**src/rtl/lin_class_seq.sv**
```systemverilog
// Three-feature linear classifier on one shared 6x6 multiplier; result valid 4 cycles after accept.
// Accepts a sample only in IDLE; the result is held in DONE until i_ready; config writes while busy are dropped.
module lin_class_seq #(
   parameter logic signed [5:0]  W0_RST = 6'sd5,
   parameter logic signed [5:0]  W1_RST = 6'sd1,
   parameter logic signed [5:0]  W2_RST = -6'sd9,
   parameter logic signed [15:0] B_RST  = -16'sd76
) (
   input  logic        i_clk,
   input  logic        i_rst_n,
   input  logic        i_cfg_we,
   input  logic [1:0]  i_cfg_addr,
   input  logic [15:0] i_cfg_data,
   output logic        o_cfg_err,
   input  logic        i_valid,
   output logic        o_ready,
   input  logic [5:0]  i_im1,
   input  logic [5:0]  i_im2,
   input  logic [5:0]  i_im3,
   output logic        o_valid,
   input  logic        i_ready,
   output logic [15:0] o_wgt_sum,
   output logic        o_pos,
   output logic        o_busy
);

   typedef enum logic [2:0] {IDLE, MAC0, MAC1, MAC2, DONE} state_t;

   state_t             state;
   logic signed [5:0]  x1, x2, x3;
   logic signed [5:0]  w0, w1, w2;
   logic signed [15:0] bias;
   logic signed [15:0] acc;
   logic signed [5:0]  op_x, op_w;
   logic signed [11:0] prod;
   logic [15:0]        acc_nxt;
   logic               cfg_err;
   logic [15:0]        wgt_sum;
   logic               pos;
   logic               bias_wr;

   assign bias_wr = i_cfg_we && (i_cfg_addr == 2'd3);

   // Operand pair for the shared multiplier follows the MAC step
   always_comb begin
      op_x = x1;
      op_w = w0;
      case (state)
         MAC1: begin
            op_x = x2;
            op_w = w1;
         end
         MAC2: begin
            op_x = x3;
            op_w = w2;
         end
         default: ;
      endcase
      prod    = op_x * op_w;
      acc_nxt = acc + {{4{prod[11]}}, prod};
   end

   always_ff @(posedge i_clk) begin
      if (!i_rst_n) begin
         state   <= IDLE;
         x1      <= '0;
         x2      <= '0;
         x3      <= '0;
         w0      <= W0_RST;
         w1      <= W1_RST;
         w2      <= W2_RST;
         bias    <= B_RST;
         acc     <= '0;
         cfg_err <= 1'b0;
         wgt_sum <= '0;
         pos     <= 1'b0;
      end else begin
         cfg_err <= i_cfg_we && (state != IDLE);
         case (state)
            IDLE: begin
               if (i_cfg_we) begin
                  case (i_cfg_addr)
                     2'd0:    w0   <= i_cfg_data[5:0];
                     2'd1:    w1   <= i_cfg_data[5:0];
                     2'd2:    w2   <= i_cfg_data[5:0];
                     default: bias <= i_cfg_data;
                  endcase
               end
               if (i_valid) begin
                  x1    <= i_im1;
                  x2    <= i_im2;
                  x3    <= i_im3;
                  // A same-cycle bias write seeds the accumulator directly
                  acc   <= bias_wr ? i_cfg_data : bias;
                  state <= MAC0;
               end
            end
            MAC0: begin
               acc   <= acc_nxt;
               state <= MAC1;
            end
            MAC1: begin
               acc   <= acc_nxt;
               state <= MAC2;
            end
            MAC2: begin
               acc     <= acc_nxt;
               wgt_sum <= acc_nxt;
               pos     <= ~acc_nxt[15];
               state   <= DONE;
            end
            DONE: begin
               if (i_ready) state <= IDLE;
            end
            default: state <= IDLE;
         endcase
      end
   end

   assign o_ready   = (state == IDLE);
   assign o_valid   = (state == DONE);
   assign o_busy    = (state != IDLE);
   assign o_cfg_err = cfg_err;
   assign o_wgt_sum = wgt_sum;
   assign o_pos     = pos;

endmodule
```
**config.mk**
```make
export PLATFORM = sky130hd
export DESIGN_NAME = lin_class_seq
export DESIGN_NICKNAME = d
export VERILOG_FILES = /design/src/rtl/lin_class_seq.sv
export SDC_FILE = /design/constraint.sdc
export NUM_CORES = 1
export LEC_CHECK = 0
export BUFFER_PORTS_ARGS = -buffer_cell sky130_fd_sc_hd__buf_4
export CORE_MARGIN = 1
export CORE_UTILIZATION = 45
export DETAILED_ROUTE_END_ITERATION = 6
export PLACE_DENSITY = 0.73
export SKIP_CTS_REPAIR_TIMING = 1
export SYNTH_ARGS = -nofsm -noshare
export SYNTH_HDL_FRONTEND = slang
export SYNTH_SLANG_ARGS = --single-unit
```
**constraint.sdc**
```tcl
create_clock -name i_clk -period 7.4 [get_ports i_clk]
set_input_delay 0.74 -clock i_clk [delete_from_list [all_inputs] [get_ports i_clk]]
set_output_delay 0.74 -clock i_clk [all_outputs]
set_load 0.1 [all_outputs]
```
After elaboration in Yosys (flattened, before gate mapping)
Index checks and enable logic that the tools add are counted.
Word-level totals
  flip-flop bits (word level): 89
  input bits: 41
  output and inout port bits: 21
  logic and storage cells: 48
Cells by class
  add/sub/neg operators: 1
  multipliers: 1
  eq/ne operators: 9
  multiplexer cells: 8
  bitwise operators: 2
  reduce and logical (&&, ||, !) cells: 15
Operator list (count)
  $mux W16: 2
  $pmux W16 S2: 1
  $pmux W6 S2: 2
  $add A16 B16 Y16: 1
  $pmux W3 S5: 1
  $mul A6 B6 Y12: 1
  $reduce_and A3 Y1: 4
  $eq A3 B2 Y1 const B: 2
  $mux W3: 2
  $reduce_and A2 Y1: 3
  $reduce_or A3 Y1: 2
  $eq A2 B2 Y1 const B: 2
  $eq A3 B1 Y1 const B: 1
  $eq A3 B3 Y1 const B: 1
  $logic_not A3 Y1: 1
  $reduce_bool A3 Y1: 1
  $eq A2 B1 Y1 const B: 1
  $logic_and A1 B1 Y1: 2
  $logic_not A2 Y1: 1
  $ne A2 B1 Y1 const B: 1
  $ne A2 B2 Y1 const B: 1
  $not A1 Y1: 2
  $reduce_bool A2 Y1: 1

Depth between registers and ports, before layout
Gate-level depths: netlist of run 1.
  depth in word-level cells: 5
  depth in mapped cells: 28
  mapped depth without buffers: 27

Worst setup path before layout of run 1
Ideal clock, no wire load.
  kind: register to register
  from: register state[2]
  to: register wgt_sum[14] (netlist: o_wgt_sum[14])
  setup time: 66 ps
  arrival time: 6277 ps
  required time: 7334 ps
  slack: 1057 ps
  cell stages (with the launch flop): 26
  buffers on the path: 2
  clock period less this slack: 6343 ps
  cells stage by stage: dfxtp_1 > nand2b_1 > clkbuf_1 > clkbuf_1 > nor2_1 > a21oi_1 > nand2b_1 > fa_1 > fa_1 > inv_1 > fa_1 > inv_1 > fa_1 > fa_1 > nor2_1 > o21ai_0 > nor2b_1 > xnor2_1 > ha_1 > a21oi_1 > o21ai_1 > a21o_1 > a211o_1 > and4_4 > or4_1 > nand3_1
On the way
  longest elaborated chain between the ends: 4
  elaborated cells on any way between the ends: 6
  classes of those cells: 1 x add/sub; 1 x mul; 2 x eq/ne; 2 x mux
Ends and longest elaborated chain
  start, declared: line 29  | state_t state;
  start signal, assigned: line 65  | state <= IDLE;
  start signal, assigned: line 95  | state <= MAC0;
  start signal, assigned: line 100  | state <= MAC1;
  $eq A3 B2 Y1, on equally long branches: line 48, 79
  $pmux W6 S2: line 48  | case (state)
  $mul A6 B6 Y12: line 59  | prod = op_x * op_w;
  $add A16 B16 Y16: line 60  | acc_nxt = acc + {{4{prod[11]}}, prod};
  end signal, assigned: line 108  | wgt_sum <= acc_nxt;
  end, declared: line 38  | logic [15:0] wgt_sum;
Parallel ways exist; a longest one is shown, timed or not.
A chain may end at the register's enable or synchronous reset.

Worst setup path after layout of run 1
  from: register state[0]
  to: register wgt_sum[14] (netlist: o_wgt_sum[14])
Same word-level chain as after synthesis.

==> run summary, run 1 <==
PortBufs - 61
Max Fclk - 148 MHz
Worst-Margin Slew - 1050 ps
CTS Root Cell - clkbuf_16
Logic pwr share - 0.380
switching power - 0.611 mW
Initial DRT Pass Iterations - 5
crit path time final - 6740 ps
Worst Path Class, Setup - flip-flop to flip-flop
DP HPWL - 10100 um
final hold violations - 0
Syn Nets - 801
Area Growth Syn to Fin - 15.0%
worst clock skew - 5.64 ps
Placer Congestion - 0.820
Worst IR Drop VDD - 156 uV
clk_lat worst skew - 340 ps
period utilization - 0.910
Final Max Slew Viols - 0
Yosys cell types - 57
CTS Buf Count - 9
number of global-route vias before repair - 4768
RSZ-0062 raised after global routing - false
vias - 4894
first-pass GRT wire length - 22700 um
final setup vio count - 0
layout cells sized above 1 - 0.136
DR vias/cell - 5.34
Primary FF master, synth - dfxtp_1
status - finished, final reports clean
Rel. slew slack - 0.297
core footprint - 0.0126 mm^2
Mapped Avg Cell Area - 8.30 um^2
total gr overflow - 0
Synth Register Bits - 89
dpl cells - 901
CTS tree - done
num rows - 41
clk buf depth - 2
PwrDens - 245 mW/mm^2
Net count, final - 845
starting density of the core - 0.460
slowest cell delay on critical path - 620 ps
initial antenna violation count - 0
Die H - 115 um
antenna diode count - 0
setup TNS - 0 ps
register area - 0.00178 mm^2
Post-Synthesis Cells - 696
sequential-to-total area share from yosys stat - 0.308
sw frac - 0.375
Most Frequent Cell on Critical Path - fa_1
H-Tree Level Count - 3
Startpoint Class - flip-flop
Post-Syn Area - 0.00578 mm^2
EDFF count, synth - 0
number of routed nets with antenna violations - 0
synth warn - 0
GRT Total Usage - 0.216
Leak - 3.04 nW
Worst-path clk slew - 70 ps
crit path capture type - flip-flop
Non-Filler Instances - 917
Critical Path Fanout Max - 17
Slowest-stage cell, CP - dfxtp_2
Min-Delay Path Class - flip-flop to flip-flop
WP data required - 7680 ps
Residual DRC - 0
asr flop ratio synth - 0
number of clock sinks - 89
P_int - 1.02 mW
initial DRC count - 247
clock group share of total power - 0.280
WL final - 13400 um
register share of total power - 0.339
multi-input logic area - 0.00371 mm^2
crit path DAT - 7010 ps
die area - 0.0133 mm^2
pin count of the biggest net entering global routing - 100
max_cap viols - 0
Top-Level Pins - 62
WL per Instance - 14.6 um
die width - 115 um
fillers - 1139
## final cells by class
cell class | count | share of cell area
inverters | 39 | 0.0222
multi-input cells | 535 | 0.559
clock buffers | 9 | 0.0339
repair buffers | 66 | 0.0745
flip-flops and latches | 89 | 0.268
well taps | 172 | 0.0324
clock inverters | 7 | 0.0102
## cell usage after synthesis (2+ instances only)
master | count | area [um^2]
a221oi_1 | 6 | 52.6
a21oi_1 | 39 | 195
clkbuf_1 | 26 | 97.6
or3_1 | 2 | 12.5
a21o_1 | 6 | 45.0
o21bai_1 | 3 | 22.5
nand2b_1 | 4 | 25.0
nor2b_1 | 24 | 150
nor3_1 | 2 | 10.0
inv_1 | 38 | 143
nor2_1 | 61 | 229
or4_1 | 2 | 15.0
o221ai_1 | 5 | 43.8
o21ai_1 | 3 | 15.0
mux2i_1 | 35 | 350
buf_1 | 3 | 11.3
a211o_1 | 2 | 17.5
buf_2 | 2 | 10.0
nand2_1 | 141 | 529
nand3_1 | 20 | 100
ha_1 | 37 | 463
and3_1 | 2 | 12.5
o21ai_0 | 14 | 70.1
o21a_1 | 5 | 37.5
xor2_1 | 5 | 43.8
dfxtp_1 | 89 | 1780
or2_2 | 7 | 43.8
and2_1 | 7 | 43.8
xnor2_1 | 17 | 149
o211a_1 | 2 | 20.0
fa_1 | 27 | 541
a21boi_0 | 28 | 210
nand4_1 | 8 | 50.1
## metal layers
layer	global-route usage	vias to the layer above	part of all wire
met1	0.297	2318	0.47
met4	0.0883	0	0.021
met5	0	-	0
met2	0.340	132	0.46
li1	-	2420	-
met3	0.0332	24	0.047
## through the flow
stage	worst slack (ps)	power [mW]	utilization	area [um^2]	hold slack, ps
final	665	1.63	0.529	6650	464
after global routing	177	1.74	0.529	6650	486
after CTS	405	1.64	0.529	6650	468
after detailed placement	401	1.18	0.505	6350	455
after global placement	623	1.16	0.505	6350	448
after floorplan	1060	1.03	-	5780	440
## logic make-up (layout without fill, tap and decap cells)
group                      count (synthesis)  in the layout  share of synthesized area
muxes                                     35             35                     0.0606
DFF                                       89             89                      0.308
adders and majority gates                 64             64                      0.174
buffers and inverters                     72            121                     0.0494
and+or+nand+nor                          287            287                      0.224
xor gates and xnor gates                  24             24                     0.0390
AOI/OAI and AO/OA                        125            125                      0.145
## worst max-delay path: cells and delay by family, from the launching register on
kind	cells	cell delay, ps
DFF	1	620
AOI/OAI and AO/OA	6	1240
adders and majority gates	6	2860
and+or+nand+nor	7	1330
muxes	1	270
buffers and inverters	4	240
xor gates and xnor gates	1	130
## path summary, 6_finish.rpt
path / startpoint / end / slack, ps / cells past startpoint
max: state[0] / o_wgt_sum[14] / 660 / 25
max reg2reg: state[0] / o_wgt_sum[14] / 660 / 25
min reg2reg: x2[2] / x2[2] / 460 / 2
min: x2[2] / x2[2] / 460 / 2
## state kept, by name (all words and copies together), names as in the netlist
register   cells
acc           16
bias          16
o_wgt_sum     16
w0             6
w1             6
w2             6
x1             6
x2             6
x3             6
state          3
o_cfg_err      1
o_pos          1
## placed cells by master, fill, tap and decap left out, types with 6 or more instances in the layout
master / count
or2_2: 7
a221oi_1: 6
fa_1: 27
nand3_1: 20
and2_1: 7
dfxtp_1: 88
a21o_1: 6
buf_4: 66
nand2_1: 141
mux2i_1: 35
nand4_1: 8
nor2b_1: 24
a21oi_1: 39
nor2_1: 61
xnor2_1: 17
a21boi_0: 28
ha_1: 37
o21ai_0: 14
inv_1: 38
clkbuf_16: 9
## power by group through the flow
stage          registers (mW)  clock network [mW]  logic, mW
2_1_floorplan           0.583                   0      0.449
3_3_place_gp            0.563                   0      0.596
3_5_place_dp            0.563                   0      0.616
4_1_cts                 0.553               0.467      0.619
5_1_grt                 0.559               0.486      0.693
6_report                0.554               0.458      0.620
Power figures use the tool's default switching activity.
==> run 2: changes to the inputs <==
Settings changed: ABC_AREA set to 1, GPL_TIMING_DRIVEN set to 0.
==> run 2 against run 1 <==
Largest power group unchanged. Sequential share of layout area is 1.0 points lower. Maximum frequency is 1.0% higher. Final cell count rose by 19%. Count of clock-buffer cells in the layout unchanged. Combinational power grew to 2.9 times the previous value. Via count rose by 12%. Clock skew is 3.3 ps higher. Non-clock buffer count up 23. Critical path depth rose by 2. Wire length increased by 12%. Synthesized cell count grew 20%. Critical endpoint is now o_pos. Worst setup slack gained 70 ps.
==> run summary, run 2 <==
num rows - 41 (unchanged)
setup TNS - 0 ps (unchanged)
synth warn - 0 (unchanged)
worst clock skew - 8.94 ps (+3.30 ps)
final hold violations - 0 (unchanged)
Top-Level Pins - 62 (unchanged)
layout cells sized above 1 - 0.126 (-0.00989)
leading cell types by count after synthesis - nand2_1 (157), inv_1 (118), nor2_1 (112)
CTS Root Cell - clkbuf_16
Area Growth Syn to Fin - 16.5%
Net count, final - 1015 (+20%)
Mapped Avg Cell Area - 7.08 um^2 (-15%)
reg-to-reg endpoint - o_pos
Primary FF master, synth - dfxtp_1
Final Max Slew Viols - 0 (unchanged)
GRT Total Usage - 0.240 (+0.0241)
Critical Path Fanout Max - 10 (-7)
DR vias/cell - 5.06 (-5.2%)
Rel. slew slack - 0.563 (+0.266)
die width - 117 um (+1.3%)
die area - 0.0136 mm^2 (+2.6%)
slowest cell delay on critical path - 550 ps (-70 ps)
period utilization - 0.901 (-0.00945)
R2R depth - 27 (+8.0%)
final core occ - 0.543 (+0.0139)
antenna diode count - 0 (unchanged)
number of clock sinks - 89 (unchanged)
most frequent cells in the layout - nand2_1 (157), inv_1 (118), nor2_1 (112), dfxtp_1 (89), a21oi_1 (86)
first-pass GRT wire length - 24800 um (+9.3%)
RSZ-0062 raised after global routing - false
post-synth top area share - 0.300 (-0.00787)
switching power - 1.43 mW (+130%)
PortBufs - 61 (unchanged)
R2R setup slack - 730 ps (+70 ps)
Synth Register Bits - 89 (unchanged)
Worst Path Class, Setup - flip-flop to flip-flop
Post-Syn Area - 0.00593 mm^2 (+2.6%)
crit path time final - 6670 ps (-69.9 ps)
Initial DRT Pass Iterations - 5 (unchanged)
max_cap viols - 0 (unchanged)
sw frac - 0.498 (+0.123)
CTS Buf Count - 9 (unchanged)
Worst-Margin Slew - 656 ps (-395 ps)
end of the critical path - o_pos
clk_lat worst skew - 350 ps (about the same)
top post-synthesis cells by area - dfxtp_1 (30%), nand2_1 (9.9%), fa_1 (9.1%)
initial DRC count - 382 (+55%)
Residual DRC - 0 (unchanged)
crit path DAT - 6880 ps (-130 ps)
Worst IR Drop VDD - 174 uV (+12%)
WL final - 15100 um (+12%)
asr flop ratio synth - 0 (unchanged)
Worst-path clk slew - 70 ps (about the same)
Syn Nets - 943 (+18%)
Slowest-stage cell, CP - fa_1
WP data required - 7610 ps (-70 ps)
CTS tree - done
final setup vio count - 0 (unchanged)
Startpoint Class - flip-flop
top-count cell post-synth - nand2_1
initial antenna violation count - 0 (unchanged)
number of routed nets with antenna violations - 0 (unchanged)
clk buf depth - 2 (unchanged)
Max Fclk - 150 MHz (+1.0%)
crit path capture type - flip-flop
Placer Congestion - 0.906 (+10%)
hold_sp - x2[0]
register share of total power - 0.204 (-0.135)
Die H - 117 um (+1.3%)
pin count of the biggest net entering global routing - 17 (-83%)
reg2reg start - state[2]
Critical path origin - state[2]
P_int - 1.44 mW (+41%)
Post-Synthesis Cells - 838 (+20%)
Logic pwr share - 0.632 (+0.252)
Yosys cell types - 38 (-33%)
Final Power - 2.87 mW (+76%)
number of global-route vias before repair - 5096 (+6.9%)
Leak - 3.51 nW (+15%)
clock group share of total power - 0.165 (-0.115)
starting density of the core - 0.466 (+0.00634)
status - finished, final reports clean
PwrDens - 415 mW/mm^2 (+69%)
EDFF count, synth - 0 (unchanged)
sequential-to-total area share from yosys stat - 0.300 (-0.00787)
leading cell type in the layout, fill and taps excluded - nand2_1
Min-Delay Path Class - flip-flop to flip-flop
leading area contributor after synthesis - dfxtp_1
DP HPWL - 11900 um (+18%)
vias - 5500 (+12%)
H-Tree Level Count - 3 (unchanged)
core footprint - 0.0127 mm^2 (+1.2%)
total gr overflow - 0 (unchanged)
WL per Instance - 13.9 um (-5.2%)
-- run 2: kinds of logic after synthesis --
kind of cell,share of synthesized area
xor gates and xnor gates,0.0162
AOI/OAI and AO/OA,0.170
adders and majority gates,0.169
and+or+nand+nor,0.239
DFF,0.300
buffers and inverters,0.105
-- run 2: area by class of cell --
cell class,count,area (um^2)
flip-flops and latches,89,1780
fillers,1299,5820
plain buffers,28,145
repair buffers,61,458
clock buffers,9,225
multi-input cells,595,3530
well taps,172,215
clock inverters,7,77.6
inverters,126,478
-- run 2: how the worst min path moves through the flow --
stage                     depth (start not counted)  slack (ps)       to
after detailed placement                          2         440  bias[2]
after floorplan                                   2         420  bias[2]
after CTS                                         2         460  bias[2]
after global placement                            2         430  bias[2]
after global routing                              2         460    x3[4]
final                                             2         460    x2[0]
-- run 2: power groups by stage --
| stage | Clock, mW | Sequential [mW] | Combinational (mW) |
|---|---|---|---|
| 5_1_grt | 0.498 | 0.592 | 2.07 |
| 3_3_place_gp | 0 | 0.592 | 1.77 |
| 2_1_floorplan | 0 | 0.635 | 1.35 |
| 6_report | 0.472 | 0.584 | 1.81 |
| 3_5_place_dp | 0 | 0.593 | 1.80 |
| 4_1_cts | 0.478 | 0.583 | 1.81 |
-- run 2: through the flow --
step / setup WS [ps] / hold slack (ps) / cells / area, um^2
6_report: 735 / 457 / 1087 / 6910
3_5_place_dp: 740 / 438 / 1071 / 6600
5_1_grt: 278 / 465 / 1087 / 6910
2_1_floorplan: 1670 / 421 / 838 / 5930
3_3_place_gp: 763 / 433 / 1071 / 6600
4_1_cts: 727 / 455 / 1087 / 6910
-- run 2: routing by layer --
metal / GRT usage / vias to the layer above / part of all wire / wire length [um]
met5: 0 / - / 0 / 0
met4: 0.0785 / 0 / 0.018 / 271
met3: 0.0381 / 21 / 0.060 / 901
met2: 0.383 / 150 / 0.44 / 6650
met1: 0.334 / 2491 / 0.48 / 7240
li1: - / 2838 / - / -
-- run 2: critical path, delay by kind of cell (launching register included) --
family	cells	cell delay [ps]
adder cells (fa/ha/maj)	6	2930
buffers and inverters	4	530
flip-flops	1	310
XOR/XNOR	1	240
AO/OA/AOI/OAI	8	1600
AND/OR/NAND/NOR	8	900
